$ cat config.mk
export PLATFORM = sky130hd
export DESIGN_NAME = udp_rx_port_dispatcher_flat
export DESIGN_NICKNAME = d
export VERILOG_FILES = /design/src/rtl/udp_rx_port_dispatcher_if.sv /design/src/rtl/udp_rx_port_dispatcher.sv /design/src/flat_wrapper.sv
export SDC_FILE = /design/constraint.sdc
export NUM_CORES = 1
export LEC_CHECK = 0
export ABC_AREA = 1
export BUFFER_PORTS_ARGS = -buffer_cell sky130_fd_sc_hd__buf_2
export CAP_MARGIN = 30
export CORE_MARGIN = 1.5
export CORE_UTILIZATION = 55
export DETAILED_ROUTE_END_ITERATION = 7
export GPL_ROUTABILITY_DRIVEN = 0
export GPL_TIMING_DRIVEN = 0
export HOLD_SLACK_MARGIN = 0.1
export PLACE_DENSITY = 0.8
export SYNTH_ARGS = -nofsm -noshare
export SYNTH_HDL_FRONTEND = slang
export SYNTH_SLANG_ARGS = --single-unit
$ cat constraint.sdc
create_clock -name clk -period 14.4 [get_ports clk]
set_input_delay 2.16 -clock clk [delete_from_list [all_inputs] [get_ports clk]]
set_output_delay 2.16 -clock clk [all_outputs]
set_load 0.02 [all_outputs]
$ cat src/rtl/udp_rx_port_dispatcher_if.sv
// UDP receive-side bus: receiver header/data in, port-table config in,
// per-channel forwarded stream and statistics counters out.
interface udp_rx_port_dispatcher_if #(
  parameter int unsigned NCH = 4
);
  logic [15:0]    udp_dst_port;
  logic [15:0]    udp_src_port;
  logic [31:0]    udp_src_ip;
  logic [15:0]    udp_len;
  logic [31:0]    udp_data;
  logic           udp_data_en;
  logic           cfg_we;
  logic [2:0]     cfg_addr;
  logic [15:0]    cfg_port;
  logic           cfg_en;
  logic [31:0]    ch_data;
  logic [NCH-1:0] ch_vld;
  logic           ch_sop;
  logic           ch_eop;
  logic [1:0]     ch_mod;
  logic [15:0]    ch_len;
  logic [31:0]    ch_src_ip;
  logic [15:0]    ch_src_port;
  logic [NCH-1:0] ch_abort;
  logic [15:0]    drop_cnt;
  logic [15:0]    abort_cnt;

  // Source side: receiver plus configuration master
  modport master (
    output udp_dst_port, udp_src_port, udp_src_ip, udp_len, udp_data, udp_data_en,
    output cfg_we, cfg_addr, cfg_port, cfg_en,
    input  ch_data, ch_vld, ch_sop, ch_eop, ch_mod, ch_len, ch_src_ip, ch_src_port,
    input  ch_abort, drop_cnt, abort_cnt
  );

  // Dispatcher side
  modport slave (
    input  udp_dst_port, udp_src_port, udp_src_ip, udp_len, udp_data, udp_data_en,
    input  cfg_we, cfg_addr, cfg_port, cfg_en,
    output ch_data, ch_vld, ch_sop, ch_eop, ch_mod, ch_len, ch_src_ip, ch_src_port,
    output ch_abort, drop_cnt, abort_cnt
  );
endinterface

$ cat src/rtl/udp_rx_port_dispatcher.sv
// Steers UDP user-data words to one of NCH channels by destination port,
// regenerating sop/eop/mod framing from the UDP length. Unmatched and
// oversize packets are dropped; stalled packets are aborted after TIMEOUT.
module udp_rx_port_dispatcher #(
  parameter int unsigned NCH     = 4,
  parameter int unsigned MAX_LEN = 1472,
  parameter int unsigned TIMEOUT = 255
) (
  input logic                     clk,
  input logic                     rst,
  udp_rx_port_dispatcher_if.slave bus
);

  localparam int unsigned IDX_W = (NCH > 1) ? $clog2(NCH) : 1;
  localparam int unsigned REM_W = 15;
  localparam int unsigned TMR_W = 16;

  typedef enum logic [1:0] {IDLE, FWD, DROP} state_t;

  state_t             state_q, state_d;
  logic [REM_W-1:0]   rem_q, rem_d;
  logic [IDX_W-1:0]   ch_q, ch_d;
  logic [TMR_W-1:0]   timer_q, timer_d;

  logic [15:0]        tbl_port [NCH];
  logic [NCH-1:0]     tbl_en;

  logic               hit_c;
  logic [IDX_W-1:0]   hit_idx_c;
  logic [REM_W-1:0]   nwords_c;

  logic [31:0]        data_d;
  logic [NCH-1:0]     vld_d;
  logic               sop_d;
  logic               eop_d;
  logic [1:0]         mod_d;
  logic [15:0]        len_d;
  logic [31:0]        ip_d;
  logic [15:0]        sport_d;
  logic [NCH-1:0]     abort_d;
  logic               drop_inc;
  logic               abort_inc;

  // Invalid trailing bytes in the last word for a given length residue
  function automatic logic [1:0] mod_of(input logic [1:0] res);
    return 2'(3'd4 - {1'b0, res});
  endfunction

  // Word count of the packet presented on the header lines
  assign nwords_c = REM_W'((17'(bus.udp_len) + 17'd3) >> 2);

  // Lowest enabled table entry matching the destination port
  always_comb begin
    hit_c     = 1'b0;
    hit_idx_c = '0;
    for (int i = 0; i < int'(NCH); i++) begin
      if (!hit_c && tbl_en[i] && (tbl_port[i] == bus.udp_dst_port)) begin
        hit_c     = 1'b1;
        hit_idx_c = IDX_W'(i);
      end
    end
  end

  // Next-state and next-output decode
  always_comb begin
    state_d   = state_q;
    rem_d     = rem_q;
    ch_d      = ch_q;
    timer_d   = '0;
    data_d    = bus.ch_data;
    vld_d     = '0;
    sop_d     = 1'b0;
    eop_d     = 1'b0;
    mod_d     = 2'b00;
    len_d     = bus.ch_len;
    ip_d      = bus.ch_src_ip;
    sport_d   = bus.ch_src_port;
    abort_d   = '0;
    drop_inc  = 1'b0;
    abort_inc = 1'b0;
    unique case (state_q)
      IDLE: begin
        if (bus.udp_data_en && (bus.udp_len != 16'd0)) begin
          if (hit_c && (bus.udp_len <= 16'(MAX_LEN))) begin
            vld_d   = NCH'(1) << hit_idx_c;
            sop_d   = 1'b1;
            data_d  = bus.udp_data;
            len_d   = bus.udp_len;
            ip_d    = bus.udp_src_ip;
            sport_d = bus.udp_src_port;
            ch_d    = hit_idx_c;
            if (nwords_c == REM_W'(1)) begin
              eop_d = 1'b1;
              mod_d = mod_of(bus.udp_len[1:0]);
            end else begin
              state_d = FWD;
              rem_d   = nwords_c - REM_W'(1);
            end
          end else begin
            drop_inc = 1'b1;
            if (nwords_c > REM_W'(1)) begin
              state_d = DROP;
              rem_d   = nwords_c - REM_W'(1);
            end
          end
        end
      end
      FWD, DROP: begin
        if (bus.udp_data_en) begin
          rem_d = rem_q - REM_W'(1);
          if (state_q == FWD) begin
            vld_d  = NCH'(1) << ch_q;
            data_d = bus.udp_data;
          end
          if (rem_q == REM_W'(1)) begin
            state_d = IDLE;
            if (state_q == FWD) begin
              eop_d = 1'b1;
              mod_d = mod_of(bus.ch_len[1:0]);
            end
          end
        end else if (timer_q == TMR_W'(TIMEOUT - 1)) begin
          state_d   = IDLE;
          abort_inc = 1'b1;
          if (state_q == FWD) begin
            abort_d = NCH'(1) << ch_q;
          end
        end else begin
          timer_d = timer_q + TMR_W'(1);
        end
      end
      default: state_d = IDLE;
    endcase
  end

  // FSM and packet-context registers
  always_ff @(posedge clk or posedge rst) begin
    if (rst) begin
      state_q <= IDLE;
      rem_q   <= '0;
      ch_q    <= '0;
      timer_q <= '0;
    end else begin
      state_q <= state_d;
      rem_q   <= rem_d;
      ch_q    <= ch_d;
      timer_q <= timer_d;
    end
  end

  // Registered channel outputs
  always_ff @(posedge clk or posedge rst) begin
    if (rst) begin
      bus.ch_data     <= '0;
      bus.ch_vld      <= '0;
      bus.ch_sop      <= 1'b0;
      bus.ch_eop      <= 1'b0;
      bus.ch_mod      <= 2'b00;
      bus.ch_len      <= '0;
      bus.ch_src_ip   <= '0;
      bus.ch_src_port <= '0;
      bus.ch_abort    <= '0;
    end else begin
      bus.ch_data     <= data_d;
      bus.ch_vld      <= vld_d;
      bus.ch_sop      <= sop_d;
      bus.ch_eop      <= eop_d;
      bus.ch_mod      <= mod_d;
      bus.ch_len      <= len_d;
      bus.ch_src_ip   <= ip_d;
      bus.ch_src_port <= sport_d;
      bus.ch_abort    <= abort_d;
    end
  end

  // Port table; entries at or beyond NCH are never addressed
  always_ff @(posedge clk or posedge rst) begin
    if (rst) begin
      for (int i = 0; i < int'(NCH); i++) begin
        tbl_port[i] <= '0;
      end
      tbl_en <= '0;
    end else begin
      for (int i = 0; i < int'(NCH); i++) begin
        if (bus.cfg_we && (bus.cfg_addr == 3'(i))) begin
          tbl_port[i] <= bus.cfg_port;
          tbl_en[i]   <= bus.cfg_en;
        end
      end
    end
  end

  // Saturating drop and abort counters
  always_ff @(posedge clk or posedge rst) begin
    if (rst) begin
      bus.drop_cnt  <= '0;
      bus.abort_cnt <= '0;
    end else begin
      if (drop_inc && (bus.drop_cnt != 16'hFFFF)) begin
        bus.drop_cnt <= bus.drop_cnt + 16'd1;
      end
      if (abort_inc && (bus.abort_cnt != 16'hFFFF)) begin
        bus.abort_cnt <= bus.abort_cnt + 16'd1;
      end
    end
  end

endmodule

$ cat src/flat_wrapper.sv
// flat-port wrapper written by rule: the top's interface ports become plain ports
module udp_rx_port_dispatcher_flat 
#(
  parameter int unsigned NCH     = 4,
  parameter int unsigned MAX_LEN = 1472,
  parameter int unsigned TIMEOUT = 255
)
  (clk, rst, bus_udp_dst_port, bus_udp_src_port, bus_udp_src_ip, bus_udp_len, bus_udp_data, bus_udp_data_en, bus_cfg_we, bus_cfg_addr, bus_cfg_port, bus_cfg_en, bus_ch_data, bus_ch_vld, bus_ch_sop, bus_ch_eop, bus_ch_mod, bus_ch_len, bus_ch_src_ip, bus_ch_src_port, bus_ch_abort, bus_drop_cnt, bus_abort_cnt);
  udp_rx_port_dispatcher_if #(.NCH(NCH)) bus_i ();
  input logic clk;
  input logic rst;
  input wire logic [$bits(bus_i.udp_dst_port)-1:0] bus_udp_dst_port;
  input wire logic [$bits(bus_i.udp_src_port)-1:0] bus_udp_src_port;
  input wire logic [$bits(bus_i.udp_src_ip)-1:0] bus_udp_src_ip;
  input wire logic [$bits(bus_i.udp_len)-1:0] bus_udp_len;
  input wire logic [$bits(bus_i.udp_data)-1:0] bus_udp_data;
  input wire logic [$bits(bus_i.udp_data_en)-1:0] bus_udp_data_en;
  input wire logic [$bits(bus_i.cfg_we)-1:0] bus_cfg_we;
  input wire logic [$bits(bus_i.cfg_addr)-1:0] bus_cfg_addr;
  input wire logic [$bits(bus_i.cfg_port)-1:0] bus_cfg_port;
  input wire logic [$bits(bus_i.cfg_en)-1:0] bus_cfg_en;
  output wire logic [$bits(bus_i.ch_data)-1:0] bus_ch_data;
  output wire logic [$bits(bus_i.ch_vld)-1:0] bus_ch_vld;
  output wire logic [$bits(bus_i.ch_sop)-1:0] bus_ch_sop;
  output wire logic [$bits(bus_i.ch_eop)-1:0] bus_ch_eop;
  output wire logic [$bits(bus_i.ch_mod)-1:0] bus_ch_mod;
  output wire logic [$bits(bus_i.ch_len)-1:0] bus_ch_len;
  output wire logic [$bits(bus_i.ch_src_ip)-1:0] bus_ch_src_ip;
  output wire logic [$bits(bus_i.ch_src_port)-1:0] bus_ch_src_port;
  output wire logic [$bits(bus_i.ch_abort)-1:0] bus_ch_abort;
  output wire logic [$bits(bus_i.drop_cnt)-1:0] bus_drop_cnt;
  output wire logic [$bits(bus_i.abort_cnt)-1:0] bus_abort_cnt;
  assign bus_i.udp_dst_port = bus_udp_dst_port;
  assign bus_i.udp_src_port = bus_udp_src_port;
  assign bus_i.udp_src_ip = bus_udp_src_ip;
  assign bus_i.udp_len = bus_udp_len;
  assign bus_i.udp_data = bus_udp_data;
  assign bus_i.udp_data_en = bus_udp_data_en;
  assign bus_i.cfg_we = bus_cfg_we;
  assign bus_i.cfg_addr = bus_cfg_addr;
  assign bus_i.cfg_port = bus_cfg_port;
  assign bus_i.cfg_en = bus_cfg_en;
  assign bus_ch_data = bus_i.ch_data;
  assign bus_ch_vld = bus_i.ch_vld;
  assign bus_ch_sop = bus_i.ch_sop;
  assign bus_ch_eop = bus_i.ch_eop;
  assign bus_ch_mod = bus_i.ch_mod;
  assign bus_ch_len = bus_i.ch_len;
  assign bus_ch_src_ip = bus_i.ch_src_ip;
  assign bus_ch_src_port = bus_i.ch_src_port;
  assign bus_ch_abort = bus_i.ch_abort;
  assign bus_drop_cnt = bus_i.drop_cnt;
  assign bus_abort_cnt = bus_i.abort_cnt;
  udp_rx_port_dispatcher #(.NCH(NCH), .MAX_LEN(MAX_LEN), .TIMEOUT(TIMEOUT)) u_core (.clk(clk), .rst(rst), .bus(bus_i));
endmodule
==> impl_metrics.ini, run 1 <==
[drt]
finalWirelength_mm = 35.82
viasPerCell = 5.212
wl_per_cell_um = 14.51
vias = 12860
drt_iter0_drc = 996
detail-route-antenna-nets = 0
firstDrtPassIters = 6
drcViolationCount = 0

[clock_tree]
cts_setup_buffers = 0
ctsHoldBuffers = 0
cts_buffer_depth = 3
clkSinkCount = 243
cts_tree = done
cts_made_buffers = 26
clk_latency_ps = 530
cts_resized = 0
cts-htree-levels = 1
ctsRootBufferMaster = clkbuf_16
clk_pin_slew_ps = 60

[sta]
rsz0062_at_grt = false
drv_slew = 0
period_share_pct = 27.35
min_period_ps = 3938
setup_viol = 0
tightest_slew_ps = 605.9
clock.fmax_mhz = 254.0
fin_worst_skew_ps = 16.76
finalSetupTns_ps = 0
fin_ws_ps = 10460
slew_headroom_pct = 59.61
whs_ps = 462.5
hold_viol = 0

[global_routing]
grt_pass1_vias = 11790
grt_max_degree = 87
grt_use_total_pct = 28.13
grt_pass1_wl_mm = 56.50
antenna_found_initial = 1
grt.overflow.total = 0

[critical_path]
critPathArrivalTime_ps = 4350
end_kind = register
cp-start-kind = input pin
reg2reg_slack_ps = 11600
path_max_fanout = 10
required_ps = 14810
critPathKind = input pin to register

[yosys]
yosysSeqAreaShare_pct = 46.01
synth_edf_count = 0
syn_nets = 1978
synth_top_area_share_pct = 46.01
synthArstFlopShare_pct = 100.0
syn_avg_cell_area_sq_um = 7.227
synth-main-ff-cell = dfrtp_1
synthTopCellsByArea = dfrtp_1 46%, nand2_1 19%, inv_1 6.4%, o21ai_0 4.9%, nor2_1 4.8%
yosysWarnings = 0
synth_seq_cells = 243
yosys.area.top_type = dfrtp_1
synthCells = 1829
synth_cell_type_count = 45
netlist_area_sq_um = 13220

[worst_hold_path]
hp-class = register to register

[floorplan]
start_util_pct = 56.14
die_h_um = 158.0
die_area_sq_um = 24970
core_area_sq_um = 23540
die-width_um = 158.0
num_rows = 56
pin_count = 276

[finish]
fin_nets = 2278
instances_no_fill = 2468
drive_gt1_share_pct = 18.99
final_core_util_pct = 67.80
syn_to_final_growth_pct = 20.77

[status]
status = complete, no violations

[pwr]
power.leakage_nw = 8.925
powerDensity_nw_per_um2 = 141.1
ir_drop_mv = 0.1086

[place]
portBuffers = 270
dpl.hpwl_mm = 27.55
dp.cells = 2420
place_ws_ps = 9988

[run]
cap_violations = 0
==> cell usage in the layout (no fill, tap or decap), types with 6 or more instances in the layout <==
cell type  Yosys  layout
nor3_1        26      26
o21ai_0      130     130
inv_1        225     224
o21ai_1       24      24
inv_2         23      23
nor2_1       168     168
buf_6          8       8
nand4_1       30      30
xnor2_1       18      18
nand3_1       74      74
clkbuf_8       0       6
clkbuf_1      16      19
dfrtp_1      243     243
buf_4          6       6
a21oi_1       25      25
nor4_1        10      10
o21ai_2        8       8
clkbuf_16      0      27
nand2_1      678     678
xor2_1        30      30
ha_1          13      13
nor2_2        10      10
buf_2         14     284
==> metal layers <==
layer  track usage, %  wire length [um]  vias to the layer above
met5                0                 0                        -
met4            11.62              1372                        0
met3            5.776              3055                       98
met2            47.79             16830                      552
met1            34.96             14560                     5918
li1                 -                 -                     6296
==> worst max-delay path: stages <==
cell and delay, ps:
buf_2 130, inv_1 80, ha_1 250, inv_1 90
nand2_1 50, nand2_1 160, nand3_1 100, nor2_1 220
nand2_2 140, nor2_4 130, nand4_1 120, nor2_1 120
nand2_1 100, nand2_1 100, nor2_2 70, buf_6 160
nand2_1 90, o21ai_2 60
==> per-stage QoR <==
step	total power [mW]	area, sq um
after floorplan	1.339	13220
after global placement	1.519	14970
after detailed placement	1.544	15030
after CTS	2.264	15960
after global routing	2.392	15960
final	2.252	15960
==> worst paths after layout <==
check | start | end | depth (start not counted)
max | bus_udp_len[0] | u_core.rem_q[8]$_DFFE_PP0P_ | 18
min in group asynchronous | rst | u_core.bus.ch_data[24]$_DFFE_PP0P_ | 2
min | u_core.bus.ch_len[11]$_DFFE_PP0P_ | u_core.bus.ch_len[11]$_DFFE_PP0P_ | 2
min reg2reg | u_core.bus.ch_len[11]$_DFFE_PP0P_ | u_core.bus.ch_len[11]$_DFFE_PP0P_ | 2
max reg2reg | u_core.state_q[1]$_DFFE_PP0P_ | u_core.bus.abort_cnt[14]$_DFFE_PP0P_ | 12
max in group asynchronous | rst | u_core.bus.abort_cnt[9]$_DFFE_PP0P_ | 4
==> state kept, by name, summed over array words and instances (netlist names), 15 cells and up <==
signal / count
u_core.bus.abort_cnt: 16
u_core.bus.ch_data: 32
u_core.bus.ch_len: 16
u_core.bus.ch_src_ip: 32
u_core.bus.ch_src_port: 16
u_core.bus.drop_cnt: 16
u_core.rem_q: 15
u_core.tbl_port: 64
u_core.timer_q: 16
==> synthesized netlist by cell type (18+ instances only) <==
cell     count
o21ai_0    130
o21ai_1     24
xor2_1      30
dfrtp_1    243
inv_1      225
nor3_1      26
nand4_1     30
nand2_1    678
nor2_1     168
a21oi_1     25
nand3_1     74
xnor2_1     18
inv_2       23
==> power by group <==
part           switching, mW  total [mW]  internal [mW]
clock network          0.269       0.712          0.443
logic                  0.425       0.649          0.225
registers             0.0918       0.891          0.799
==> cell type report <==
cell class	instances	area (sq um)
Antenna cell	1	2.502
Buffer	45	270.3
Clock buffer	36	769.5
Clock inverter	11	160.2
Fill cell	2024	7580
Inverter	249	942.2
Multi-Input combinational cell	1292	5932
Sequential cell	243	6081
Tap cell	319	399.1
Timing Repair Buffer	272	1406
==> kinds of logic (layout without fill, tap and decap cells) <==
kind of cell             Yosys count  in the layout  synth area share [%]
adder cells (fa/ha/maj)           13             13                 1.231
buffers and inverters            294            613                 9.116
flip-flops                       243            243                 46.01
multiplexers                       1              1               0.08519
XOR/XNOR                          48             48                 3.181
AND/OR/NAND/NOR                 1026           1026                 32.04
other                              0              1                     0
AO/OA/AOI/OAI                    204            204                 8.340
(Power assumes the default switching activity.)
==> inputs of run 2 (changes only) <==
==> constraint.sdc (replaced) <==
create_clock -name clk -period 3.7 [get_ports clk]
set_input_delay 0.555 -clock clk [delete_from_list [all_inputs] [get_ports clk]]
set_output_delay 0.555 -clock clk [all_outputs]
set_load 0.02 [all_outputs]
==> run 2 against run 1 <==
Clock power grew to 3.6 times the previous value; first-iteration DRC count decreased by 19%; non-clock buffer count grew 5; global-route usage increased by 0.78 points; routed wire length increased by 2.2%; sequential share of layout area grew 0.063 points; via count down 0.15%; flip-flop and latch count stayed put; utilization shrank 0.11 points; critical endpoint is now u_core.bus.abort_cnt[14]$_DFFE_PP0P_; largest cell class unchanged.
==> impl_metrics.ini, run 2 (synthesis results as in run 1) <==
[status]
status = complete, no violations

[critical_path]
critPathSlowestCell = ha_1
crit_top_cell = nor2_1
critPathArrivalTime_ps = 3240
end_kind = register
rr_worst_depth = 12
cp_slowest_stage_delay_ps = 430
cp.depth = 12
crit_start = u_core.state_q[0]$_DFFE_PP0P_
required_ps = 4100
crit_family = simple AND/OR/NAND/NOR gates
path_buf_inv = 3
worstPathCellList = inv_1 -> ha_1 -> clkinv_1 -> nor2_1 -> inv_1 -> nor2_1 -> nand2_1 -> nor2_1 -> nand2_1 -> nor2_1 -> nand2_1 -> xor2_1
cp-start-kind = register
critPathKind = register to register
rr_endpoint = u_core.bus.abort_cnt[14]$_DFFE_PP0P_
reg2reg_slack_ps = 870
path_max_fanout = 10
r2r_start = u_core.state_q[0]$_DFFE_PP0P_

[drt]
drcViolationCount = 0
detail-route-antenna-nets = 0
firstDrtPassIters = 7
viasPerCell = 5.198
wl_per_cell_um = 14.82
vias = 12850
drt_iter0_drc = 803
finalWirelength_mm = 36.62

[worst_hold_path]
whs_endpoint = u_core.bus.ch_src_ip[27]$_DFFE_PP0P_
hp-class = input pin to register
hold_start = bus_udp_src_ip[27]
whs_path_depth = 3

[sta]
clock.fmax_mhz = 353.0
fin_worst_skew_ps = 21.49
rsz0062_at_grt = false
hold_viol = 0
drv_slew = 0
min_period_ps = 2833
fin_ws_ps = 867.1
slew_headroom_pct = 58.92
period_share_pct = 76.57
tightest_slew_ps = 616.3
setup_viol = 0
finalSetupTns_ps = 0

[pwr]
sw_frac_of_total_pct = 35.85
clkPwrFrac_pct = 29.6
seqPwrFrac_pct = 40.6
power.leakage_nw = 8.913
pwr-share-comb_pct = 29.7
power_mw = 8.543
p_sw_mw = 3.063
powerDensity_nw_per_um2 = 536.1
p_int_mw = 5.480
ir_drop_mv = 0.4135

[clock_tree]
cts-htree-levels = 1
cts_buffer_depth = 3
clkSinkCount = 243
cts_made_buffers = 25
cts_tree = done
ctsRootBufferMaster = clkbuf_16
cts_setup_buffers = 0
cts_resized = 0
clk_pin_slew_ps = 60
clk_latency_ps = 530

[finish]
fin_nets = 2282
syn_to_final_growth_pct = 20.57
final_common_cell = nand2_1
drive_gt1_share_pct = 19.06
regMostFlops = u_core.tbl_port
reg_top3 = u_core.tbl_port x64, u_core.bus.ch_data x32, u_core.bus.ch_src_ip x32
largest_register_ffs = 64
final_cell_mix = 678 x nand2_1, 284 x buf_2, 243 x dfrtp_1

[global_routing]
grt.overflow.total = 0
grt_pass1_wl_mm = 57.86
grt_max_degree = 43
grt_use_total_pct = 28.91
antenna_found_initial = 1
grt_pass1_vias = 11850

[floorplan]
num_rows = 56
die-width_um = 158.0
core_area_sq_um = 23540
start_util_pct = 56.14
die_h_um = 158.0
pin_count = 276
die_area_sq_um = 24970

[place]
place_ws_ps = 797.3
portBuffers = 270
dpl.hpwl_mm = 27.94

[run]
cap_violations = 0
[run 2: cell count changes in the layout (fill, tap and decap cells not counted), sizes merged]
cell / delta
bufinv: -3
clkbuf: +1
dlygate4sd3: +1
buf: +4
[run 2: how the worst max path moves through the flow]
stage / endpoint
floorplan: u_core.bus.abort_cnt[0]$_DFFE_PP0P_
global placement: u_core.bus.ch_data[28]$_DFFE_PP0P_
detailed placement: u_core.rem_q[8]$_DFFE_PP0P_
CTS: u_core.bus.abort_cnt[14]$_DFFE_PP0P_
global route: u_core.bus.abort_cnt[14]$_DFFE_PP0P_
finish: u_core.bus.abort_cnt[14]$_DFFE_PP0P_
[run 2: cell type report]
cell class	instances	area, sq um
flip-flops and latches	243	6081
repair buffers	277	1481
diodes	1	2.502
multi-input cells	1292	5932
clock buffers	37	760.7
fillers	2042	7606
inverters	249	938.4
plain buffers	45	270.3
clock inverters	8	71.32
well taps	319	399.1
[run 2: power groups by stage]
stage                     Combinational (mW)  Clock (mW)  Sequential (mW)
final                                   2.54        2.53             3.47
after global routing                    2.86        2.67             3.52
after CTS                               2.54        2.56             3.46
after detailed placement                2.53           0             3.50
after global placement                  2.44           0             3.48
after floorplan                         1.51           0             3.70
[run 2: worst reg2reg max path, delay by kind of cell, from the launching register on]
family,cells,cell delay [ps]
simple gates,7,1180
buf+inv,3,530
fa+ha+maj,1,430
flops,1,410
xor+xnor,1,150
[run 2: timing repair]
action | 4_1_cts | 5_1_grt
hold buffers | 1 | 0
endpoints found under the hold margin | 18 | 0
setup endpoints to repair | 0 | 0
[run 2: through the flow]
stage / instances / util [%] / hold WS, ps / cell area, sq um
after floorplan: 1829 / - / 453.0 / 13220
after global placement: 2418 / 63.59 / 444.4 / 14970
after CTS: 2470 / 67.68 / 202.6 / 15930
after detailed placement: 2424 / 64.11 / 451.2 / 15090
final: 2471 / 67.69 / 219.1 / 15940
after global routing: 2471 / 67.69 / 204.5 / 15940
[run 2: routing by layer]
layer	track usage [%]	share of wire (%)	wire length (um)	vias up
met5	0	0	0	-
met4	10.24	3.4	1253	0
li1	-	-	-	6302
met1	36.28	41	14930	5896
met3	5.502	8.8	3206	92
met2	49.81	47	17230	555
==> inputs of run 3 (changes only) <==
==> constraint.sdc (replaced) <==
create_clock -name clk -period 2.7 [get_ports clk]
set_input_delay 0.405 -clock clk [delete_from_list [all_inputs] [get_ports clk]]
set_output_delay 0.405 -clock clk [all_outputs]
set_load 0.02 [all_outputs]
==> run 3 against run 2 <==
Flip-flop and latch count unchanged; critical path depth unchanged; first-iteration DRC count increased by 19%; global-route usage increased by 1.8 points; fmax increased by 14%; design area increased by 2.8%; clock power increased by 37%; clock-buffer cell count unchanged; final cell count increased by 1.8%; critical path type unchanged.
==> impl_metrics.ini, run 3 (synthesis results as in run 1) <==
[clock_tree]
cts-htree-levels = 1
cts_buffer_depth = 3
cts_made_buffers = 25
cts_setup_buffers = 0
clk_latency_ps = 540
cts_tree = done
clkSinkCount = 243
clk_pin_slew_ps = 60
ctsRootBufferMaster = clkbuf_16

[drt]
drt_iter0_drc = 955
vias = 13180
detail-route-antenna-nets = 0
wl_met2_mm = 18.22
highest_layer = met4
finalWirelength_mm = 38.73
drcViolationCount = 0
wl_met1_mm = 15.16
firstDrtPassIters = 5
wl_per_cell_um = 15.39
wl_met3_mm = 3.481
viasPerCell = 5.238

[critical_path]
end_kind = register
path_max_fanout = 10
critPathKind = register to register
rr_endpoint = u_core.bus.abort_cnt[14]$_DFFE_PP0P_
rr_worst_depth = 12
cp_slowest_stage_delay_ps = 420
required_ps = 3100
reg2reg_slack_ps = 220
crit_start = u_core.state_q[0]$_DFFE_PP0P_
crit_top_cell = nor2_1
worstPathCellList = inv_1 -> ha_2 -> inv_4 -> nor2_1 -> inv_1 -> nor2_1 -> nand2_1 -> nor2_1 -> nand2_1 -> nor2_1 -> nand2_1 -> xor2_1
cp-start-kind = register
crit_family = simple AND/OR/NAND/NOR gates
r2r_start = u_core.state_q[0]$_DFFE_PP0P_
critPathArrivalTime_ps = 2880
critPathSlowestCell = ha_2
path_buf_inv = 3

[place]
portBuffers = 270
dpl.hpwl_mm = 27.94
dpl_cell_area_sq_um = 15090
place_ws_ps = -89.39

[floorplan]
num_rows = 56
die_area_sq_um = 24970
start_util_pct = 56.14
pin_count = 276
core_area_sq_um = 23540
die-width_um = 158.0
die_h_um = 158.0

[status]
status = complete, no violations

[global_routing]
grt_pass1_wl_mm = 60.92
grt.overflow.total = 0
grt_pass1_vias = 12530
grt_use_total_pct = 30.68
grt_max_degree = 43
antenna_found_initial = 1

[finish]
syn_to_final_growth_pct = 23.96
fin_nets = 2326
final_core_util_pct = 69.60
design_area_sq_um = 16380
final_common_cell = nand2_1
drive_gt1_share_pct = 18.77
fill_cells = 1937
reg_top3 = u_core.tbl_port x64, u_core.bus.ch_data x32, u_core.bus.ch_src_ip x32
largest_register_ffs = 64
regMostFlops = u_core.tbl_port
final_cell_mix = 678 x nand2_1, 284 x buf_2, 243 x dfrtp_1

[sta]
rsz0062_at_grt = false
tightest_slew_ps = 611.3
setup_viol = 0
clock.fmax_mhz = 404.0
whs_ps = 115.0
fin_worst_skew_ps = 24.10
fin_ws_ps = 225.0
drv_slew = 0
min_period_ps = 2475
period_share_pct = 91.67
hold_viol = 0
slew_headroom_pct = 59.25

[worst_hold_path]
hp-class = input pin to register
whs_path_depth = 3
hold_start = bus_udp_data[5]
whs_endpoint = u_core.bus.ch_data[5]$_DFFE_PP0P_

[run]
cap_violations = 0

[pwr]
power_mw = 11.77
ir_drop_mv = 0.5677
powerDensity_nw_per_um2 = 718.6
power.leakage_nw = 9.098
==> run 3: cell type report <==
type                    instances  area [sq um]  area share [%]
diodes                          2         5.005         0.03055
plain buffers                  45         270.3           1.649
clock buffers                  37         760.7           4.643
clock inverters                 8         71.32          0.4353
inverters                     249         940.9           5.743
multi-input cells            1292          5934           36.22
flip-flops and latches        243          6081           37.11
well taps                     319         399.1           2.436
repair buffers                321          1922           11.73
==> run 3: stage by stage <==
| stage | std cells | setup TNS (ps) |
|---|---|---|
| finish | 2516 | 0 |
| global route | 2515 | 0 |
| detailed placement | 2424 | -588.1 |
| floorplan | 1829 | -217430 |
| CTS | 2514 | 0 |
| global placement | 2418 | -536370 |
==> run 3: report_power, final <==
part / switching, mW / leakage, nW / internal [mW] / total, mW
Combinational: 2.29 / 5.49 / 1.26 / 3.55
Sequential: 0.492 / 3.19 / 4.26 / 4.75
Clock: 1.43 / 0.415 / 2.04 / 3.47
==> run 3: worst max path at each step <==
stage,end,slack (ps),depth (start not counted)
floorplan,u_core.bus.abort_cnt[0]$_DFFE_PP0P_,-890,1
global placement,u_core.bus.ch_data[28]$_DFFE_PP0P_,-2240,2
detailed placement,u_core.bus.abort_cnt[14]$_DFFE_PP0P_,-90,12
CTS,u_core.bus.abort_cnt[14]$_DFFE_PP0P_,40,12
global route,u_core.bus.abort_cnt[14]$_DFFE_PP0P_,50,12
finish,u_core.bus.abort_cnt[14]$_DFFE_PP0P_,220,12
==> run 3: metal layers <==
layer	global-route usage, %	vias to the layer above
li1	-	6379
met1	36.55	6106
met2	51.88	569
met3	7.528	125
met4	15.09	0
met5	0	-
==> run 3: worst min-delay path, cell delays in order <==
cell and delay [ps]:
buf_2 90, inv_1 40, o21ai_1 60
==> run 3: repair_timing <==
item,in CTS,in global routing
setup endpoints to repair,4,4
hold buffers,45,0
gates resized for setup,1,2
hold endpoints to repair,62,0
